File: src/rtl/bp_pkg.sv
// Shared branch-predictor definitions: counter encodings and default table geometry.
package bp_pkg;

   typedef logic [1:0] ctr_t;

   // 2-bit saturating counter encodings; MSB is the predicted direction
   localparam ctr_t SNT = 2'b00;
   localparam ctr_t WNT = 2'b01;
   localparam ctr_t WT  = 2'b10;
   localparam ctr_t ST  = 2'b11;

   // Counters come out of reset strongly taken
   localparam ctr_t CNT_RESET = ST;

   localparam int unsigned BP_INDEX_W = 8;
   localparam int unsigned BP_GHR_W   = 8;

endpackage : bp_pkg

File: src/rtl/pht_counter_next.sv
// Next-state function of a 2-bit saturating direction counter.
module pht_counter_next
   import bp_pkg::*;
(
   input  logic [1:0] state_i,
   input  logic       taken_i,
   output logic [1:0] state_o
);

   // Move one step toward the resolved direction, saturating at the ends
   always_comb begin
      state_o = state_i;
      case (state_i)
         ST:      state_o = taken_i ? ST : WT;
         WT:      state_o = taken_i ? ST : WNT;
         WNT:     state_o = taken_i ? WT : SNT;
         SNT:     state_o = taken_i ? WNT : SNT;
         default: state_o = state_i;
      endcase
   end

endmodule : pht_counter_next

File: src/rtl/pht_gshare_predictor.sv
// Gshare pattern history table: 1-cycle lookup, backend counter updates,
// speculative global history with checkpoint recovery on mispredict.
module pht_gshare_predictor
   import bp_pkg::*;
#(
   parameter int unsigned PC_W    = 32,
   parameter int unsigned INDEX_W = BP_INDEX_W,
   parameter int unsigned GHR_W   = BP_GHR_W
) (
   input  logic               clk,
   input  logic               resetn,

   input  logic               lk_valid_i,
   input  logic [PC_W-1:0]    lk_pc_i,

   output logic               pred_valid_o,
   output logic               pred_taken_o,
   output logic [INDEX_W-1:0] pred_index_o,
   output logic [GHR_W-1:0]   pred_ghr_o,

   input  logic               upd_valid_i,
   input  logic [INDEX_W-1:0] upd_index_i,
   input  logic               upd_taken_i,
   input  logic               upd_mispredict_i,
   input  logic [GHR_W-1:0]   upd_ghr_i
);

   localparam int unsigned DEPTH = 1 << INDEX_W;

   ctr_t               cnt_q [DEPTH];
   logic [GHR_W-1:0]   ghr_q, ghr_d;

   logic               pred_valid_q, pred_valid_d;
   logic               pred_taken_q, pred_taken_d;
   logic [INDEX_W-1:0] pred_index_q, pred_index_d;
   logic [GHR_W-1:0]   pred_ghr_q,   pred_ghr_d;

   logic [INDEX_W-1:0] lk_idx_c;
   ctr_t               upd_cur_c;
   ctr_t               upd_next_c;
   ctr_t               lk_cnt_c;
   logic               recover_c;
   logic               lk_fire_c;
   logic               bypass_c;

   // PC bits outside the index field and the checkpoint MSB never reach the table
   logic               unused_bits_c;
   assign unused_bits_c = ^{lk_pc_i[PC_W-1:INDEX_W+2], lk_pc_i[1:0], upd_ghr_i[GHR_W-1]};

   // Gshare index: word-aligned PC bits folded with the speculative history
   assign lk_idx_c = lk_pc_i[INDEX_W+1:2] ^ INDEX_W'(ghr_q);

   // Update path read-modify-write
   assign upd_cur_c = cnt_q[upd_index_i];

   pht_counter_next u_counter_next (
      .state_i (upd_cur_c),
      .taken_i (upd_taken_i),
      .state_o (upd_next_c)
   );

   // Mispredict recovery squashes any lookup in the same cycle
   assign recover_c = upd_valid_i & upd_mispredict_i;
   assign lk_fire_c = lk_valid_i & ~recover_c;

   // Write-first: a same-cycle update to the looked-up entry is visible to the lookup
   assign bypass_c = upd_valid_i && (upd_index_i == lk_idx_c);
   assign lk_cnt_c = bypass_c ? upd_next_c : cnt_q[lk_idx_c];

   // Next history and prediction register contents
   always_comb begin
      ghr_d        = ghr_q;
      pred_valid_d = lk_fire_c;
      pred_taken_d = pred_taken_q;
      pred_index_d = pred_index_q;
      pred_ghr_d   = pred_ghr_q;

      if (lk_fire_c) begin
         pred_taken_d = lk_cnt_c[1];
         pred_index_d = lk_idx_c;
         pred_ghr_d   = ghr_q;
      end

      if (recover_c) begin
         ghr_d = {upd_ghr_i[GHR_W-2:0], upd_taken_i};
      end else if (lk_fire_c) begin
         ghr_d = {ghr_q[GHR_W-2:0], lk_cnt_c[1]};
      end
   end

   // Counter table; an update coinciding with reset is discarded
   always_ff @(posedge clk) begin
      if (!resetn) begin
         for (int unsigned i = 0; i < DEPTH; i++) begin
            cnt_q[i] <= CNT_RESET;
         end
      end else if (upd_valid_i) begin
         cnt_q[upd_index_i] <= upd_next_c;
      end
   end

   // History and prediction output registers
   always_ff @(posedge clk) begin
      if (!resetn) begin
         ghr_q        <= '0;
         pred_valid_q <= 1'b0;
         pred_taken_q <= 1'b0;
         pred_index_q <= '0;
         pred_ghr_q   <= '0;
      end else begin
         ghr_q        <= ghr_d;
         pred_valid_q <= pred_valid_d;
         pred_taken_q <= pred_taken_d;
         pred_index_q <= pred_index_d;
         pred_ghr_q   <= pred_ghr_d;
      end
   end

   assign pred_valid_o = pred_valid_q;
   assign pred_taken_o = pred_taken_q;
   assign pred_index_o = pred_index_q;
   assign pred_ghr_o   = pred_ghr_q;

endmodule : pht_gshare_predictor

File: config.mk
export PLATFORM = sky130hd
export DESIGN_NAME = pht_gshare_predictor
export DESIGN_NICKNAME = d
export VERILOG_FILES = /design/src/rtl/bp_pkg.sv /design/src/rtl/pht_counter_next.sv /design/src/rtl/pht_gshare_predictor.sv
export SDC_FILE = /design/constraint.sdc
export NUM_CORES = 1
export LEC_CHECK = 0
export CELL_PAD_IN_SITES_DETAIL_PLACEMENT = 2
export CELL_PAD_IN_SITES_GLOBAL_PLACEMENT = 2
export CORE_MARGIN = 2
export CORE_UTILIZATION = 23
export CTS_BUF_LIST = sky130_fd_sc_hd__clkbuf_8
export DETAILED_ROUTE_END_ITERATION = 16
export GPL_TIMING_DRIVEN = 0
export PLACE_DENSITY_LB_ADDON = 0.1
export SETUP_SLACK_MARGIN = 0.5
export SKIP_LAST_GASP = 1
export SLEW_MARGIN = 5
export SYNTH_ARGS = -nofsm -noshare
export SYNTH_HDL_FRONTEND = slang
export SYNTH_SLANG_ARGS = --single-unit
File: constraint.sdc
create_clock -name clk -period 4.1 [get_ports clk]
set_input_delay 0.82 -clock clk [delete_from_list [all_inputs] [get_ports clk]]
set_output_delay 0.82 -clock clk [all_outputs]
set_load 0.1 [all_outputs]
======== Word level (Yosys, flattened, before mapping) ========
Memory sizes are Yosys's and may differ from the RTL's.
Cells that the tools add are included.
word-level totals
  RAM bits ................................ 512
  bits of input ports ..................... 54
  logic and storage cells ................. 33
  memories kept ........................... 1
  register bits ........................... 26
memory list
  memory  words  width  read ports  clocked after memory_dff  wr ports  RTL line                    RTL
  cnt_q   256    2      2           0                         256       pht_gshare_predictor.sv:30  ctr_t cnt_q [DEPTH];
operators by class
  equality and inequality tests ........... 4
  mux-type cells .......................... 15
  bitwise operators ....................... 4
  reduce and logical (&&, ||, !) cells .... 4
operator list
  cell                  number
  $mux W8               3
  $eq A8 B8 Y1          1
  $mux W2               4
  $pmux W2 S4           1
  $xor A8 B8 Y8         1
  $mux W1               7
  $eq A2 B2 Y1 const B  2
  $and A1 B1 Y1         2
  $eq A2 B1 Y1 const B  1
  $logic_not A2 Y1      1
  $reduce_bool A2 Y1    1
  $reduce_or A2 Y1      1
  $logic_and A1 B1 Y1   1
  $not A1 Y1            1

======== Longest topological paths before layout ========
  depth in word-level cells ............... 6
  mapped depth ............................ 16
  mapped depth without buffers ............ 9

======== Hierarchy ========
From an unflattened synthesis, not the netlist that was laid out.
second synthesis, totals
  cell total of the unflattened synthesis .. 2155
  area, all modules ....................... 27246.1 µm²
modules (own cells, without submodules)
  module                instances  cells an instance  area an instance (µm²)  seq. area each (µm²)
  pht_gshare_predictor  1          2152               27219.9                 15895.2
  pht_counter_next      1          3                  26.3                    0.0

======== Least setup slack after synthesis ========
Ideal clock, no wire load.
  kind .................................... input to register
  from .................................... input port upd_index_i[1]
  to ...................................... memory cnt_q[134][0] (netlist name) (data pin)
  cell stages on the path ................. 12
  setup slack ............................. 0.514 ns
  required time ........................... 3.809 ns
  arrival time ............................ 3.295 ns
  buffers on the path ..................... 5
  cells stage by stage .................... buf_6 > buf_12 > buf_12 > mux4_2 > mux4_2 > a22o_1 > a21oi_1 > o311a_1 > maj3_2 > buf_6 > buf_6 > nand3_1
RTL lines
  element             RTL line                    RTL
  start: declaration  pht_gshare_predictor.sv:22  input logic [INDEX_W-1:0] upd_index_i,
  end: declaration    pht_gshare_predictor.sv:30

==> flow_summary.ini <==
[critical_path]
path_max_fanout = 10
cp.arrival_ns = 4.29
timing.critical_path.to_type = flop
cp-start-kind = input port
worst_ep_required_ns = 4.66
critical_path_start_end_classification = input port to flop
reg2reg_depth = 11

[global_routing]
grt_max_degree = 15
first_global_vias = 25400
grt_util_all_layers = 0.303
antenna_found_initial = 25
grt_first_pass_wirelength_um = 254000
overflow_left_after_global_routing = 0

[floorplan]
dieHeight_um = 358
row_count = 129
design.portCount = 72
design.die.area_mm2 = 0.128
floorplan.core_area_mm2 = 0.124
fp.dieW_um = 358
start_util = 0.232

[placed_design]
place_hpwl_um = 135000
gp_congestion = 0.934
pre_cts_ws_ns = -2.94
buffer_ports.inserted = 43
numPlacedInstances = 4002

[sta]
fmax_ghz = 0.268
fin_crit_sh = 0.910
finalHoldViolCount = 0
report.final.slew_viol_count = 22
rsz0062_at_grt = true
timing.slew.headroom = -0.0272
number_of_failing_setup_endpoints_in_the_final_timing_report = 0
finalWorstPathRequiredPeriod_ns = 3.73
finalWorstSetupSlack_ns = 0.370
tightestPinTransition_ns = 1.54
timing.clock.skew_ns = 0.0632

[clocking]
clk_root_buffer_cell = clkbuf_8
postCtsHoldBufs = 0
tritoncts = yes
path_clk_slew_ns = 0.06
worst_skew_pair.late_latency_ns = 0.87
ctsLongestPathBuffers = 3
ctsHtreeMaxLevel = 3
cts_made_buffers = 106
cts_sinks = 538

[logic_synthesis]
yosysUniqueCellTypes = 64
async_reset_ff_frac = 0
post_synth.cell_area_avg_um2 = 12.5
ys_seq_area_frac = 0.551
post_synth_net_total = 2362
syn-cell-area_mm2 = 0.0289
yosysWarningCount = 0
post_synth_inst_count = 2308
number_of_enable_flip_flop_cells_after_synthesis = 512
synth-main-ff-cell = edfxtp_1
flops_latches_synth = 538

[detailed_routing]
number_of_nets_still_failing_antenna_checks_after_routing = 0
remaining_drc_errors = 0
detail_route.wirelength_um = 199000
routed_via_density = 5.92
dr.first_iter.drc_count = 3893
route.detailed.wl_per_inst_um = 46.0
drt-pass1-iter-count = 6
detailroute.via_count = 25600

[layout]
fill_cell_instance_count_of_the_final_layout = 13000
finish.utilization = 0.302
most_common_cell_after_layout_fill_and_taps_aside = edfxtp_1
fraction_of_final_layout_cells_sized_beyond_drive_strength_1 = 0.315
finish.cell_count_without_fillers = 4326
most_frequent_cells_in_the_layout = edfxtp_1, nand3_1, o21ai_0, mux4_2, nand2_1
design.final.nets = 2654
syn_to_final_growth_pct = 30.1
multi_input_area_mm2 = 0.0121
seq_area_mm2 = 0.0159

[worst_hold_path]
worst_hold_path_type = flop to flop
holdPathStages = 2

[job]
max_cap_violations = 2

[run_status]
violated_checks = max-capacitance violations, max-slew violations
outcome = finished, violations left

[power_and_ir_drop]
static-leakage-power_nw = 10.4
vdd.ir_drop.worst_v = 0.000237
powerDensity_mw_per_mm2 = 402
-- registers in the layout, summed over array words and instances (netlist names) --
signal and count:
ghr_q 8, cnt_q 512, pred_ghr_o 8, pred_taken_o 1
pred_index_o 8, pred_valid_o 1
-- final timing paths --
path / start / end / slack, ns
setup / recovery: upd_index_i[0] / cnt_q[104][1] / 0.37
hold / removal: pred_ghr_o[5] / pred_ghr_o[5] / 0.46
setup reg to reg: cnt_q[151][1] / cnt_q[146][1] / 0.49
hold reg to reg: pred_ghr_o[5] / pred_ghr_o[5] / 0.46
-- worst max-delay path, cell delays in order --
cell and delay (ns):
buf_6 0.15, buf_12 0.18, buf_12 0.19, clkbuf_4 0.29, buf_4 0.32, nor2_1 0.46
nand2_1 0.31, nor2_2 0.61, buf_2 0.69, nand3_1 0.16
-- layout make-up --
class	count	area share
Clock inverter	78	0.0102
Buffer	290	0.0809
Sequential cell	538	0.424
Timing Repair Buffer	184	0.0647
Clock buffer	113	0.0414
Inverter	4	0.000500
Multi-Input combinational cell	1476	0.324
Tap cell	1637	0.0546
Antenna cell	6	0.000400
-- metal layers --
| metal | global-route usage | vias up | share of wire | routed length [µm] |
|---|---|---|---|---|
| met5 | 0 | - | 0.000075 | 15 |
| met4 | 0.174 | 2 | 0.067 | 13400 |
| met3 | 0.0579 | 458 | 0.084 | 16700 |
| met2 | 0.477 | 1591 | 0.45 | 89700 |
| met1 | 0.388 | 14000 | 0.40 | 79300 |
| li1 | - | 9594 | - | - |
-- synthesized netlist by cell type (13+ instances only) --
library cell	count	area, µm²
a22oi_1	50	375
nor2_1	73	274
nand2_1	163	612
xnor2_1	13	114
o21ai_0	252	1260
edfxtp_1	512	15400
nand3_2	37	370
mux2i_1	76	761
nand2b_1	22	138
nand3_1	437	2190
nor3_1	31	155
o211a_1	16	160
buf_2	25	125
dfxtp_1	26	521
a21oi_1	19	95.1
buf_6	57	642
clkbuf_1	179	672
mux4_2	168	3780
-- cell families (layout without fill, tap and decap cells) --
| family | count (synthesis) | count (layout) | synth area share |
|---|---|---|---|
| AOI/OAI and AO/OA | 401 | 401 | 0.0841 |
| muxes | 249 | 249 | 0.159 |
| buffers and inverters | 294 | 669 | 0.0592 |
| adders and majority gates | 2 | 2 | 0.000867 |
| DFF | 538 | 538 | 0.551 |
| xor gates and xnor gates | 20 | 20 | 0.00607 |
| other | 0 | 6 | 0 |
| and+or+nand+nor | 804 | 804 | 0.139 |
-- stage by stage --
| stage | hold slack [ns] | TNS, ns | area, µm² | total power, W |
|---|---|---|---|---|
| 2_1_floorplan | 0.466 | 0 | 28900 | 0.00744 |
| 3_3_place_gp | 0.455 | -2441.42 | 31300 | 0.00873 |
| 3_5_place_dp | 0.462 | -2318.29 | 31700 | 0.00877 |
| 4_1_cts | 0.471 | 0 | 35600 | 0.0145 |
| 5_1_grt | 0.492 | 0 | 37500 | 0.0153 |
| 6_report | 0.464 | 0 | 37500 | 0.0151 |
-- timing repair --
item	CTS	global route
buffers inserted	52	47
endpoints found under the setup margin	994	579
gates cloned	4	23
pin swaps	13	17
gates resized for setup	372	178
-- where the power goes --
group	internal, W	switching (W)	leakage [nW]
logic	0.00126	0.00234	5.38
clock network	0.00265	0.00277	1.14
registers	0.00604	0.0000349	3.84
total	0.00995	0.00515	10.4
Note: power is estimated with default switching activity, not from simulation.
